File: config.mk
export PLATFORM = sky130hd
export DESIGN_NAME = branch_predictor_flat
export DESIGN_NICKNAME = d
export VERILOG_FILES = /design/src/rtl/branch_predictor_if.sv /design/src/rtl/branch_predictor.sv /design/src/flat_wrapper.sv
export SDC_FILE = /design/constraint.sdc
export NUM_CORES = 1
export LEC_CHECK = 0
export CELL_PAD_IN_SITES_DETAIL_PLACEMENT = 1
export CELL_PAD_IN_SITES_GLOBAL_PLACEMENT = 1
export CORE_ASPECT_RATIO = 0.8
export CORE_MARGIN = 2
export CORE_UTILIZATION = 57
export CTS_CLUSTER_DIAMETER = 50
export DETAILED_ROUTE_END_ITERATION = 10
export GPL_ROUTABILITY_DRIVEN = 0
export HOLD_SLACK_MARGIN = 0.02
export PLACE_DENSITY = 0.83
export SETUP_SLACK_MARGIN = 0.1
export SKIP_LAST_GASP = 1
export SYNTH_ARGS = -nofsm -noshare
export SYNTH_HDL_FRONTEND = slang
export SYNTH_SLANG_ARGS = --single-unit
File: constraint.sdc
create_clock -name clk -period 12 [get_ports clk]
set_input_delay 3.6 -clock clk [delete_from_list [all_inputs] [get_ports clk]]
set_output_delay 3.6 -clock clk [all_outputs]
set_load 0.005 [all_outputs]
File: src/rtl/branch_predictor_if.sv
// rtl/branch_predictor_if.sv - fetch/EX side bundle of the dynamic branch predictor
// Signals (direction seen from the predictor, i.e. the slave modport):
//   ready             out  table initialised and accepting traffic
//   lookup_valid/pc   in   fetch PC presented this cycle
//   pred_valid        out  registered lookup_valid & ready
//   pred_hit/taken    out  tag-hit and predicted direction
//   pred_target       out  predicted target (0 when target storage is absent)
//   update_*          in   branch outcome resolved in EX
//   stat_updates      out  accepted update count (wraps)
//   stat_mispredicts  out  accepted updates flagged as mispredicted (wraps)
interface branch_predictor_if #(
  parameter int PC_W  = 32,
  parameter int CNT_W = 16
);
  logic             ready;
  logic             lookup_valid;
  logic [PC_W-1:0]  lookup_pc;
  logic             pred_valid;
  logic             pred_hit;
  logic             pred_taken;
  logic [PC_W-1:0]  pred_target;
  logic             update_valid;
  logic [PC_W-1:0]  update_pc;
  logic             update_taken;
  logic [PC_W-1:0]  update_target;
  logic             update_mispredict;
  logic [CNT_W-1:0] stat_updates;
  logic [CNT_W-1:0] stat_mispredicts;

  // CPU pipeline side
  modport master (
    output lookup_valid, lookup_pc,
    output update_valid, update_pc, update_taken, update_target, update_mispredict,
    input  ready, pred_valid, pred_hit, pred_taken, pred_target,
    input  stat_updates, stat_mispredicts
  );

  // Predictor side
  modport slave (
    input  lookup_valid, lookup_pc,
    input  update_valid, update_pc, update_taken, update_target, update_mispredict,
    output ready, pred_valid, pred_hit, pred_taken, pred_target,
    output stat_updates, stat_mispredicts
  );
endinterface

File: src/rtl/branch_predictor.sv
// rtl/branch_predictor.sv - tagged 2-bit saturating counter branch predictor
// Optional feature macro: BRANCH_TARGET_EN (per-entry target storage).
// Ports:
//   clk  in  clock, rising edge
//   rst  in  asynchronous active-high reset
//   bp   branch_predictor_if.slave: lookup, prediction, update and statistics
// After reset an init sweep clears one entry per cycle; the table arrays
// carry no reset so they can map onto RAM.
module branch_predictor #(
  parameter int         PC_W     = 32,
  parameter int         IDX_W    = 6,
  parameter int         TAG_W    = 8,
  parameter logic [1:0] CTR_INIT = 2'b01,
  parameter int         CNT_W    = 16
) (
  input logic             clk,
  input logic             rst,
  branch_predictor_if.slave bp
);

  localparam int ENTRIES = 2 ** IDX_W;

  localparam logic [0:0] ST_INIT = 1'b0;
  localparam logic [0:0] ST_RUN  = 1'b1;

  localparam logic [IDX_W-1:0] LAST_IDX = {IDX_W{1'b1}};

  // ---------------------------------------------------------------------
  // Table storage (no reset)
  // ---------------------------------------------------------------------
  logic             valid_mem [ENTRIES];
  logic [TAG_W-1:0] tag_mem   [ENTRIES];
  logic [1:0]       ctr_mem   [ENTRIES];
`ifdef BRANCH_TARGET_EN
  logic [PC_W-1:0]  target_mem[ENTRIES];
`endif

  // ---------------------------------------------------------------------
  // State
  // ---------------------------------------------------------------------
  logic [0:0]       state_q,           state_d;
  logic [IDX_W-1:0] init_ptr_q,        init_ptr_d;
  logic             pred_valid_q,      pred_valid_d;
  logic             pred_hit_q,        pred_hit_d;
  logic             pred_taken_q,      pred_taken_d;
  logic [CNT_W-1:0] stat_updates_q,    stat_updates_d;
  logic [CNT_W-1:0] stat_mispredicts_q, stat_mispredicts_d;
`ifdef BRANCH_TARGET_EN
  logic [PC_W-1:0]  pred_target_q,     pred_target_d;
`endif

  // ---------------------------------------------------------------------
  // Address decode: word-aligned index, tag directly above it
  // ---------------------------------------------------------------------
  logic [IDX_W-1:0] lk_idx, up_idx;
  logic [TAG_W-1:0] lk_tag, up_tag;

  assign lk_idx = bp.lookup_pc[IDX_W+1:2];
  assign lk_tag = bp.lookup_pc[IDX_W+TAG_W+1:IDX_W+2];
  assign up_idx = bp.update_pc[IDX_W+1:2];
  assign up_tag = bp.update_pc[IDX_W+TAG_W+1:IDX_W+2];

  // Bits outside index/tag (and the byte offset) do not affect the table.
  logic unused_bits;
`ifdef BRANCH_TARGET_EN
  assign unused_bits = ^{bp.lookup_pc, bp.update_pc};
`else
  assign unused_bits = ^{bp.lookup_pc, bp.update_pc, bp.update_target};
`endif

  // Combinational reads see the table as it was before this cycle's write,
  // which gives read-before-write on a same-index lookup/update pair.
  logic       lk_hit, up_hit;
  logic [1:0] lk_ctr, up_ctr;

  assign lk_ctr = ctr_mem[lk_idx];
  assign up_ctr = ctr_mem[up_idx];
  assign lk_hit = valid_mem[lk_idx] && (tag_mem[lk_idx] == lk_tag);
  assign up_hit = valid_mem[up_idx] && (tag_mem[up_idx] == up_tag);

  logic run;
  logic lk_accept;
  logic up_accept;

  assign run       = (state_q == ST_RUN);
  assign lk_accept = bp.lookup_valid && run;
  assign up_accept = bp.update_valid && run;

  // ---------------------------------------------------------------------
  // Table write port: init sweep in INIT, training in RUN
  // ---------------------------------------------------------------------
  logic             wr_en;
  logic [IDX_W-1:0] wr_idx;
  logic             wr_valid;
  logic [TAG_W-1:0] wr_tag;
  logic [1:0]       wr_ctr;
`ifdef BRANCH_TARGET_EN
  logic             wr_tgt_en;
`endif

  always_comb begin
    wr_en    = 1'b0;
    wr_idx   = init_ptr_q;
    wr_valid = 1'b0;
    wr_tag   = '0;
    wr_ctr   = CTR_INIT;
`ifdef BRANCH_TARGET_EN
    wr_tgt_en = 1'b0;
`endif
    if (!run) begin
      wr_en = 1'b1;
    end else if (up_accept) begin
      wr_en    = 1'b1;
      wr_idx   = up_idx;
      wr_valid = 1'b1;
      wr_tag   = up_tag;
      if (up_hit) begin
        // Saturating train: 11 holds on taken, 00 holds on not-taken.
        if (bp.update_taken) begin
          wr_ctr = (up_ctr == 2'b11) ? 2'b11 : up_ctr + 2'd1;
        end else begin
          wr_ctr = (up_ctr == 2'b00) ? 2'b00 : up_ctr - 2'd1;
        end
`ifdef BRANCH_TARGET_EN
        wr_tgt_en = bp.update_taken;
`endif
      end else begin
        // Allocate with a weak counter in the resolved direction.
        wr_ctr = bp.update_taken ? 2'b10 : 2'b01;
`ifdef BRANCH_TARGET_EN
        wr_tgt_en = 1'b1;
`endif
      end
    end
  end

  always_ff @(posedge clk) begin
    if (wr_en) begin
      valid_mem[wr_idx] <= wr_valid;
      tag_mem[wr_idx]   <= wr_tag;
      ctr_mem[wr_idx]   <= wr_ctr;
    end
  end

`ifdef BRANCH_TARGET_EN
  always_ff @(posedge clk) begin
    if (wr_tgt_en) begin
      target_mem[wr_idx] <= bp.update_target;
    end
  end
`endif

  // ---------------------------------------------------------------------
  // Next-state logic
  // ---------------------------------------------------------------------
  always_comb begin
    state_d            = state_q;
    init_ptr_d         = init_ptr_q;
    pred_valid_d       = lk_accept;
    pred_hit_d         = pred_hit_q;
    pred_taken_d       = pred_taken_q;
    stat_updates_d     = stat_updates_q;
    stat_mispredicts_d = stat_mispredicts_q;
`ifdef BRANCH_TARGET_EN
    pred_target_d      = pred_target_q;
`endif

    if (state_q == ST_INIT) begin
      init_ptr_d = init_ptr_q + 1'b1;
      // The edge that clears the last entry also enters RUN.
      if (init_ptr_q == LAST_IDX) begin
        state_d = ST_RUN;
      end
    end

    // Prediction outputs hold between accepted lookups.
    if (lk_accept) begin
      pred_hit_d   = lk_hit;
      pred_taken_d = lk_hit && lk_ctr[1];
`ifdef BRANCH_TARGET_EN
      pred_target_d = lk_hit ? target_mem[lk_idx] : '0;
`endif
    end

    if (up_accept) begin
      stat_updates_d = stat_updates_q + 1'b1;
      if (bp.update_mispredict) begin
        stat_mispredicts_d = stat_mispredicts_q + 1'b1;
      end
    end
  end

  always_ff @(posedge clk or posedge rst) begin
    if (rst) begin
      state_q            <= ST_INIT;
      init_ptr_q         <= '0;
      pred_valid_q       <= 1'b0;
      pred_hit_q         <= 1'b0;
      pred_taken_q       <= 1'b0;
      stat_updates_q     <= '0;
      stat_mispredicts_q <= '0;
`ifdef BRANCH_TARGET_EN
      pred_target_q      <= '0;
`endif
    end else begin
      state_q            <= state_d;
      init_ptr_q         <= init_ptr_d;
      pred_valid_q       <= pred_valid_d;
      pred_hit_q         <= pred_hit_d;
      pred_taken_q       <= pred_taken_d;
      stat_updates_q     <= stat_updates_d;
      stat_mispredicts_q <= stat_mispredicts_d;
`ifdef BRANCH_TARGET_EN
      pred_target_q      <= pred_target_d;
`endif
    end
  end

  // ---------------------------------------------------------------------
  // Outputs
  // ---------------------------------------------------------------------
  assign bp.ready            = run;
  assign bp.pred_valid       = pred_valid_q;
  assign bp.pred_hit         = pred_hit_q;
  assign bp.pred_taken       = pred_taken_q;
  assign bp.stat_updates     = stat_updates_q;
  assign bp.stat_mispredicts = stat_mispredicts_q;
`ifdef BRANCH_TARGET_EN
  assign bp.pred_target      = pred_target_q;
`else
  assign bp.pred_target      = '0;
`endif

endmodule

File: src/flat_wrapper.sv
// flat-port wrapper written by rule: the top's interface ports become plain ports
module branch_predictor_flat 
#(
  parameter int         PC_W     = 32,
  parameter int         IDX_W    = 6,
  parameter int         TAG_W    = 8,
  parameter logic [1:0] CTR_INIT = 2'b01,
  parameter int         CNT_W    = 16
)
  (clk, rst, bp_lookup_valid, bp_lookup_pc, bp_update_valid, bp_update_pc, bp_update_taken, bp_update_target, bp_update_mispredict, bp_ready, bp_pred_valid, bp_pred_hit, bp_pred_taken, bp_pred_target, bp_stat_updates, bp_stat_mispredicts);
  branch_predictor_if #(.PC_W(PC_W), .CNT_W(CNT_W)) bp_i ();
  input logic clk;
  input logic rst;
  input wire logic [$bits(bp_i.lookup_valid)-1:0] bp_lookup_valid;
  input wire logic [$bits(bp_i.lookup_pc)-1:0] bp_lookup_pc;
  input wire logic [$bits(bp_i.update_valid)-1:0] bp_update_valid;
  input wire logic [$bits(bp_i.update_pc)-1:0] bp_update_pc;
  input wire logic [$bits(bp_i.update_taken)-1:0] bp_update_taken;
  input wire logic [$bits(bp_i.update_target)-1:0] bp_update_target;
  input wire logic [$bits(bp_i.update_mispredict)-1:0] bp_update_mispredict;
  output wire logic [$bits(bp_i.ready)-1:0] bp_ready;
  output wire logic [$bits(bp_i.pred_valid)-1:0] bp_pred_valid;
  output wire logic [$bits(bp_i.pred_hit)-1:0] bp_pred_hit;
  output wire logic [$bits(bp_i.pred_taken)-1:0] bp_pred_taken;
  output wire logic [$bits(bp_i.pred_target)-1:0] bp_pred_target;
  output wire logic [$bits(bp_i.stat_updates)-1:0] bp_stat_updates;
  output wire logic [$bits(bp_i.stat_mispredicts)-1:0] bp_stat_mispredicts;
  assign bp_i.lookup_valid = bp_lookup_valid;
  assign bp_i.lookup_pc = bp_lookup_pc;
  assign bp_i.update_valid = bp_update_valid;
  assign bp_i.update_pc = bp_update_pc;
  assign bp_i.update_taken = bp_update_taken;
  assign bp_i.update_target = bp_update_target;
  assign bp_i.update_mispredict = bp_update_mispredict;
  assign bp_ready = bp_i.ready;
  assign bp_pred_valid = bp_i.pred_valid;
  assign bp_pred_hit = bp_i.pred_hit;
  assign bp_pred_taken = bp_i.pred_taken;
  assign bp_pred_target = bp_i.pred_target;
  assign bp_stat_updates = bp_i.stat_updates;
  assign bp_stat_mispredicts = bp_i.stat_mispredicts;
  branch_predictor #(.PC_W(PC_W), .IDX_W(IDX_W), .TAG_W(TAG_W), .CTR_INIT(CTR_INIT), .CNT_W(CNT_W)) u_core (.clk(clk), .rst(rst), .bp(bp_i));
endmodule
# Yosys cells after proc, flatten, opt, wreduce, memory -nomap -nowiden
# Memory sizes are Yosys's and may differ from the RTL's.
# Cells that the tools add are included.
# classes
addsub,5
eq_ne,4
mux,18
reduce_logical,7
# op_table
cell,count
$add 16x1->16 const B,2
$eq 8x8->1,2
$mux 8,2
$mux 2,7
$mux 6,2
$mux 1,7
$add 6x1->6 const B,1
$eq 6x6->1 const B,1
$logic_and 1x1->1,5
$add 2x1->2 const B,1
$eq 2x2->1 const B,1
$logic_not 2->1,1
$reduce_and 2->1,1
$sub 2x1->2 const B,1
# totals
regBits,42
ramBits,704
in_bits,102
output_inout_bits,68
wordCells,44
memories,3
# memory_table
name,depth,width,rd,rd_ports_with_merged_regs,wr,line_no,source
u_core.tag_mem,64,8,2,0,1,branch_predictor.sv:32,logic [TAG_W-1:0] tag_mem [ENTRIES];
u_core.ctr_mem,64,2,2,0,1,branch_predictor.sv:33,logic [1:0] ctr_mem [ENTRIES];
u_core.valid_mem,64,1,2,0,1,branch_predictor.sv:31,logic valid_mem [ENTRIES];

# Depth between registers and ports, before layout
# An unclocked memory read counts as a cell.
# logic_depth
word_depth,7
mapped_depth,15
ltp_nobuf,9

# Worst setup path after synthesis
# OpenSTA, ideal clock, no wires.
# synth_timing
path_type,input to register
from,input port bp_update_pc[2]
to,"memory u_core.ctr_mem[0][0], data pin"
setup_time_ps,682
arrival_ps,8314
required_ps,11318
setup_slack_ps,3004
path_stages,12
n_path_buf,4
path_cell_list,buf_6 buf_12 buf_6 buf_2 mux4_2 o2111ai_1 o21ai_0 nor4_2 xnor2_1 nor4_4 nor2_1 nor3_1
# synth_between
elab_chain_cells,7
elab_cells_between_ends,15
classes_between,add/sub (2); eq/ne (2); mux (6); reduce/logical (2); memory (3)
# synth_lines
item,line_no,source
start: declaration,flat_wrapper.sv:17,input wire logic [$bits(bp_i.update_pc)-1:0] bp_update_pc;
$mem_v2 64x2,-,
"$sub 2x1->2, or another cell as far along",branch_predictor.sv:122,wr_ctr = (up_ctr == 2'b00) ? 2'b00 : up_ctr - 2'd1;
"$mux 2, on equally long branches","branch_predictor.sv:122, branch_predictor.sv:120",
$mux 2,branch_predictor.sv:119,if (bp.update_taken) begin
$mux 2 (*),branch_predictor.sv:117,if (up_hit) begin
$mux 2 (*),branch_predictor.sv:112,end else if (up_accept) begin
$mux 2 (*),branch_predictor.sv:110,if (!run) begin
named net u_core.wr_ctr[0],branch_predictor.sv:96,logic [1:0] wr_ctr;
end: declaration,branch_predictor.sv:33,
# Mark *: on every way through the listed nets, which the timed path passes. The rest lies on a longest branch.

# Worst setup path after layout
# layout_timing
from,input port bp_update_pc[4]
to,"memory u_core.ctr_mem[25][1], data pin"
# The elaborated chain is that of the path after synthesis.

==> results.tsv <==
stage	metric	value	unit
floorplan	Row Count	81	
synthesis	main combinational cell family by area after synthesis	multiplexers	
finish	Core Util, Final	64.0	%
setup_path	critical path class	in2reg	
synthesis	Mapped Avg Cell Area	19.1	um2
global_route	met2 GRT Util	52.5	%
floorplan	DIE AREA	63400	um2
global_route	first-pass GRT wire length	157	mm
sta	min cycle time layout	8920	ps
detailed_routing	DR vias/cell	7.35	
detailed_routing	Iter 0 DRT Violations	3181	
clocking	hold buffers post-CTS	0	
finish	layout cell share with drive strength beyond 1	30.0	%
power_and_ir_drop	Final Power	0.00537	W
power_and_ir_drop	clock power share	43.2	%
power_and_ir_drop	Comb pwr share	4.6	%
clocking	CTS Sinks	746	
power_and_ir_drop	Pint	0.00417	W
setup_path	crit-path cells	buf_2 -> buf_4 -> and2_1 -> nand2_1 -> nand4_1 -> nand2_1 -> nor3_1 -> xnor2_1 -> a2111oi_2 -> and3_1 -> or3_2 -> buf_4	
floorplan	I/O Pins	170	
sta	worst-margin pin slew	1380	ps
synthesis	Netlist cell types	71	
synthesis	Post-synth top flop	edfxtp_1	
setup_path	WP depth	12	
clocking	CTS tree	done	
floorplan	Die H	226	um
power_and_ir_drop	Seq pwr share	52.2	%
global_route	GR Util met1	48.9	%
detailed_routing	drt drc	0	
placement	post-placement setup slack	2860	ps
min_path	worst hold endpoint	u_core.bp.stat_updates[15]	
clocking	Max Root-Sink Buffers	3	
global_route	initial antenna violation count	3	
setup_path	CP required	12400	ps
sta	Setup-failing EPs final	0	
setup_path	Critical R2R Launch	u_core.bp.ready	
clocking	H-tree depth	3	
min_path	hold path depth	1	
setup_path	Critical Path AT	9320	ps
power_and_ir_drop	P per Cell Area	138	nW/um2
synthesis	Compound-Gate Fraction of Synth Area	2.62	%
global_route	number of global-route vias before repair	21400	
sta	Slew headroom	8.16	%
finish	Layout area overhead	11.5	%
setup_path	Crit. End Element	flop	
synthesis	sequential fraction of the synthesis area	63.5	%
detailed_routing	DRT Wirelength	110	mm
sta	unrepaired setup endpoints after global routing	false	
job	maxcap violations	0	
detailed_routing	per-cell routed wire length	39.0	um
detailed_routing	first drt pass iteration count	5	
synthesis	Post-synth EDFFs	704	
sta	Max Fclk	112	MHz
synthesis	Async S/R FF share, synth	5.63	%
sta	Final Slew Violations	0	
setup_path	CP Max Fanout	33	
floorplan	Placeable Area	60900	um2
floorplan	initial core utilization	57.4	%
global_route	largest net degree at the start of global routing	107	
clocking	Clock Latency Late Sink	660	ps
power_and_ir_drop	leakage	10.6	nW
placement	hpwl dp	67.7	mm
synthesis	Synth Area in Simple Gates	3.99	%
run_status	status	finished clean	
finish	Fill cells	5046	
setup_path	worst path bufs/invs	3	
setup_path	worst r2r path cells	8	
sta	fin crit share	74.3	%
synthesis	Post-Syn Area	35000	um2
synthesis	adder-cell share of the synthesized area	0.107	%
power_and_ir_drop	Peak VDD IR	0.137	mV
global_route	busiest layer in global routing	met2	
sta	Setup TNS	0	ps
setup_path	peak per-stage delay on the critical path	1070	ps
finish	Layout Nets	2043	
setup_path	reg-to-reg slack, setup	7220	ps
synthesis	mux share of post-synthesis cell area	25.9	%
setup_path	Setup crit start kind	primary input	
clocking	Post-CTS Setup Inserts	0	
synthesis	Synth Area in XOR/XNOR	1.23	%
synthesis	Gate Count Post-Synth	1826	
clocking	Post-CTS Resized	0	
placement	PortBufs	69	
global_route	GRT Total Usage	35.8	%
sta	Setup WS post-layout	3080	ps
sta	clk_skew	36.2	ps
synthesis	Synth Register Bits	746	
sta	Hold Violations, Final	0	
power_and_ir_drop	Sw Share	22.3	%
min_path	Hold Startpoint	u_core.bp.stat_updates[15]	
clocking	TritonCTS Buffers	76	
floorplan	die outline width	281	um
global_route	grt met3 use	12.6	%
min_path	worst hold path class	reg2reg	
global_route	global route overflow	0	
detailed_routing	post-route ant nets	0	
clocking	Clk pin slew, worst setup/hold paths	60	ps
synthesis	Ys Warns	0	
power_and_ir_drop	Switch Pwr	0.00120	W
setup_path	Slowest-stage cell, CP	and2_1	
detailed_routing	via count	20800	
setup_path	Worst R2R End	u_core.tag_mem[34][4]	
setup_path	Top Family by Delay on Critical Path	simple AND/OR/NAND/NOR gates	
clocking	CTS root buf	clkbuf_16	
final cells by class:
class | count | area, um2 | area share [%]
timing repair buffer | 153 | 1350 | 3.45
inverter | 12 | 45.0 | 0.116
tap | 830 | 1040 | 2.66
clock inverter | 43 | 412 | 1.06
multi-input combinational | 949 | 12000 | 30.8
sequential | 746 | 22200 | 56.9
clock buffer | 91 | 1960 | 5.02
antenna | 1 | 2.50 | 0.00642
worst register-to-register path, cell delays in order (launching register included):
cell and delay (ps):
dfrtp_1 390, buf_4 290, nand2_1 580, inv_2 820
mux2i_1 400, or2_2 440, nand2b_1 430, nor2_1 790
buf_4 350
worst max-delay path by stage:
stage | endpoint | from | slack (ps)
2_1_floorplan | u_core.ctr_mem[0][0] | bp_update_pc[2] | 3000
3_3_place_gp | u_core.ctr_mem[30][1] | bp_update_pc[2] | 3110
3_5_place_dp | u_core.ctr_mem[20][1] | bp_update_pc[4] | 2860
4_1_cts | u_core.ctr_mem[22][1] | bp_update_pc[4] | 3460
5_1_grt | u_core.ctr_mem[20][1] | bp_update_pc[4] | 3090
6_report | u_core.ctr_mem[25][1] | bp_update_pc[4] | 3080
stage by stage:
stage                     cells  instance area, um2  hold slack [ps]
final                      2825               39000              474
after CTS                  2824               39000              482
after detailed placement   2690               36600              470
after floorplan            1857               35100              461
after global placement     2690               36600              459
after global routing       2824               39000              507
cells by family (layout without fill, tap and decap cells):
group	after synthesis	in the layout
multiplexers	450	450
AND/OR/NAND/NOR	291	291
flip-flops	746	746
adder cells (fa/ha/maj)	3	3
XOR/XNOR	49	49
other	1	33
buffers and inverters	162	299
AO/OA/AOI/OAI	124	124
flip-flops by register name (all words and copies together) (netlist names):
| register | flops |
|---|---|
| u_core.valid_mem | 64 |
| u_core.bp.stat_updates | 16 |
| u_core.init_ptr_q | 6 |
| u_core.bp.pred_hit | 1 |
| u_core.bp.stat_mispredicts | 16 |
| u_core.bp.pred_taken | 1 |
| u_core.ctr_mem | 128 |
| u_core.tag_mem | 512 |
| u_core.bp.ready | 1 |
| u_core.bp.pred_valid | 1 |
routing by layer:
layer | wire length [um] | part of all wire (%) | vias up
met4 | 5300 | 4.8 | 6
met1 | 39800 | 36 | 10900
li1 | - | - | 7864
met2 | 50000 | 45 | 1596
met5 | 205 | 0.19 | -
met3 | 14900 | 14 | 351
layout by cell type (no fill, tap or decap), types with 9 or more instances in the layout:
| cell type | count |
|---|---|
| dfrtp_1 | 42 |
| clkdlybuf4s50_1 | 60 |
| a22oi_1 | 44 |
| nor2_2 | 13 |
| xnor2_1 | 40 |
| mux4_2 | 351 |
| xor2_1 | 9 |
| conb_1 | 32 |
| inv_1 | 9 |
| a22o_1 | 9 |
| a21oi_1 | 13 |
| nor2_1 | 80 |
| nor3_1 | 12 |
| mux2i_1 | 82 |
| o21ai_0 | 12 |
| nand2b_1 | 9 |
| nand2_1 | 76 |
| clkbuf_1 | 15 |
| clkinv_1 | 16 |
| edfxtp_1 | 704 |
| nand3_1 | 35 |
| clkinv_2 | 11 |
| and3_2 | 9 |
| clkbuf_16 | 76 |
| buf_4 | 81 |
synthesized netlist by cell type (3+ instances only):
library cell / n / share of area, %
buf_4: 42 / 0.90
buf_12: 3 / 0.17
buf_2: 33 / 0.47
o21ai_0: 12 / 0.17
nor2b_1: 5 / 0.089
nor4_1: 3 / 0.054
nand3_1: 35 / 0.50
xor2_1: 9 / 0.23
nand2_1: 76 / 0.82
a221oi_1: 3 / 0.075
dfrtp_1: 42 / 3.0
nor3_1: 13 / 0.19
mux2_2: 8 / 0.26
or2_2: 3 / 0.054
nand2b_1: 9 / 0.16
and3_1: 15 / 0.27
a22oi_1: 44 / 0.94
o2111ai_1: 3 / 0.075
nor3b_1: 3 / 0.064
buf_6: 11 / 0.35
inv_1: 10 / 0.11
o22ai_1: 5 / 0.089
nand3b_1: 3 / 0.064
edfxtp_1: 704 / 60
and2_1: 5 / 0.089
mux4_1: 8 / 0.60
buf_1: 10 / 0.11
xnor2_1: 40 / 1.0
nand4b_1: 3 / 0.075
a22o_1: 9 / 0.23
ha_1: 3 / 0.11
nor2_1: 93 / 1.0
mux2i_1: 82 / 2.3
a21oi_1: 13 / 0.19
a211oi_1: 7 / 0.15
a31oi_1: 7 / 0.13
mux4_2: 351 / 23
or3_1: 6 / 0.11
clkbuf_1: 49 / 0.53
nand4_1: 8 / 0.14
power by group through the flow:
stage / Sequential, W / Combinational (W) / Clock (W)
5_1_grt: 0.00280 / 0.000256 / 0.00242
4_1_cts: 0.00280 / 0.000242 / 0.00234
3_3_place_gp: 0.00286 / 0.000236 / 0
6_report: 0.00280 / 0.000248 / 0.00232
2_1_floorplan: 0.00286 / 0.000169 / 0
3_5_place_dp: 0.00286 / 0.000240 / 0
Power figures use the tool's default switching activity.
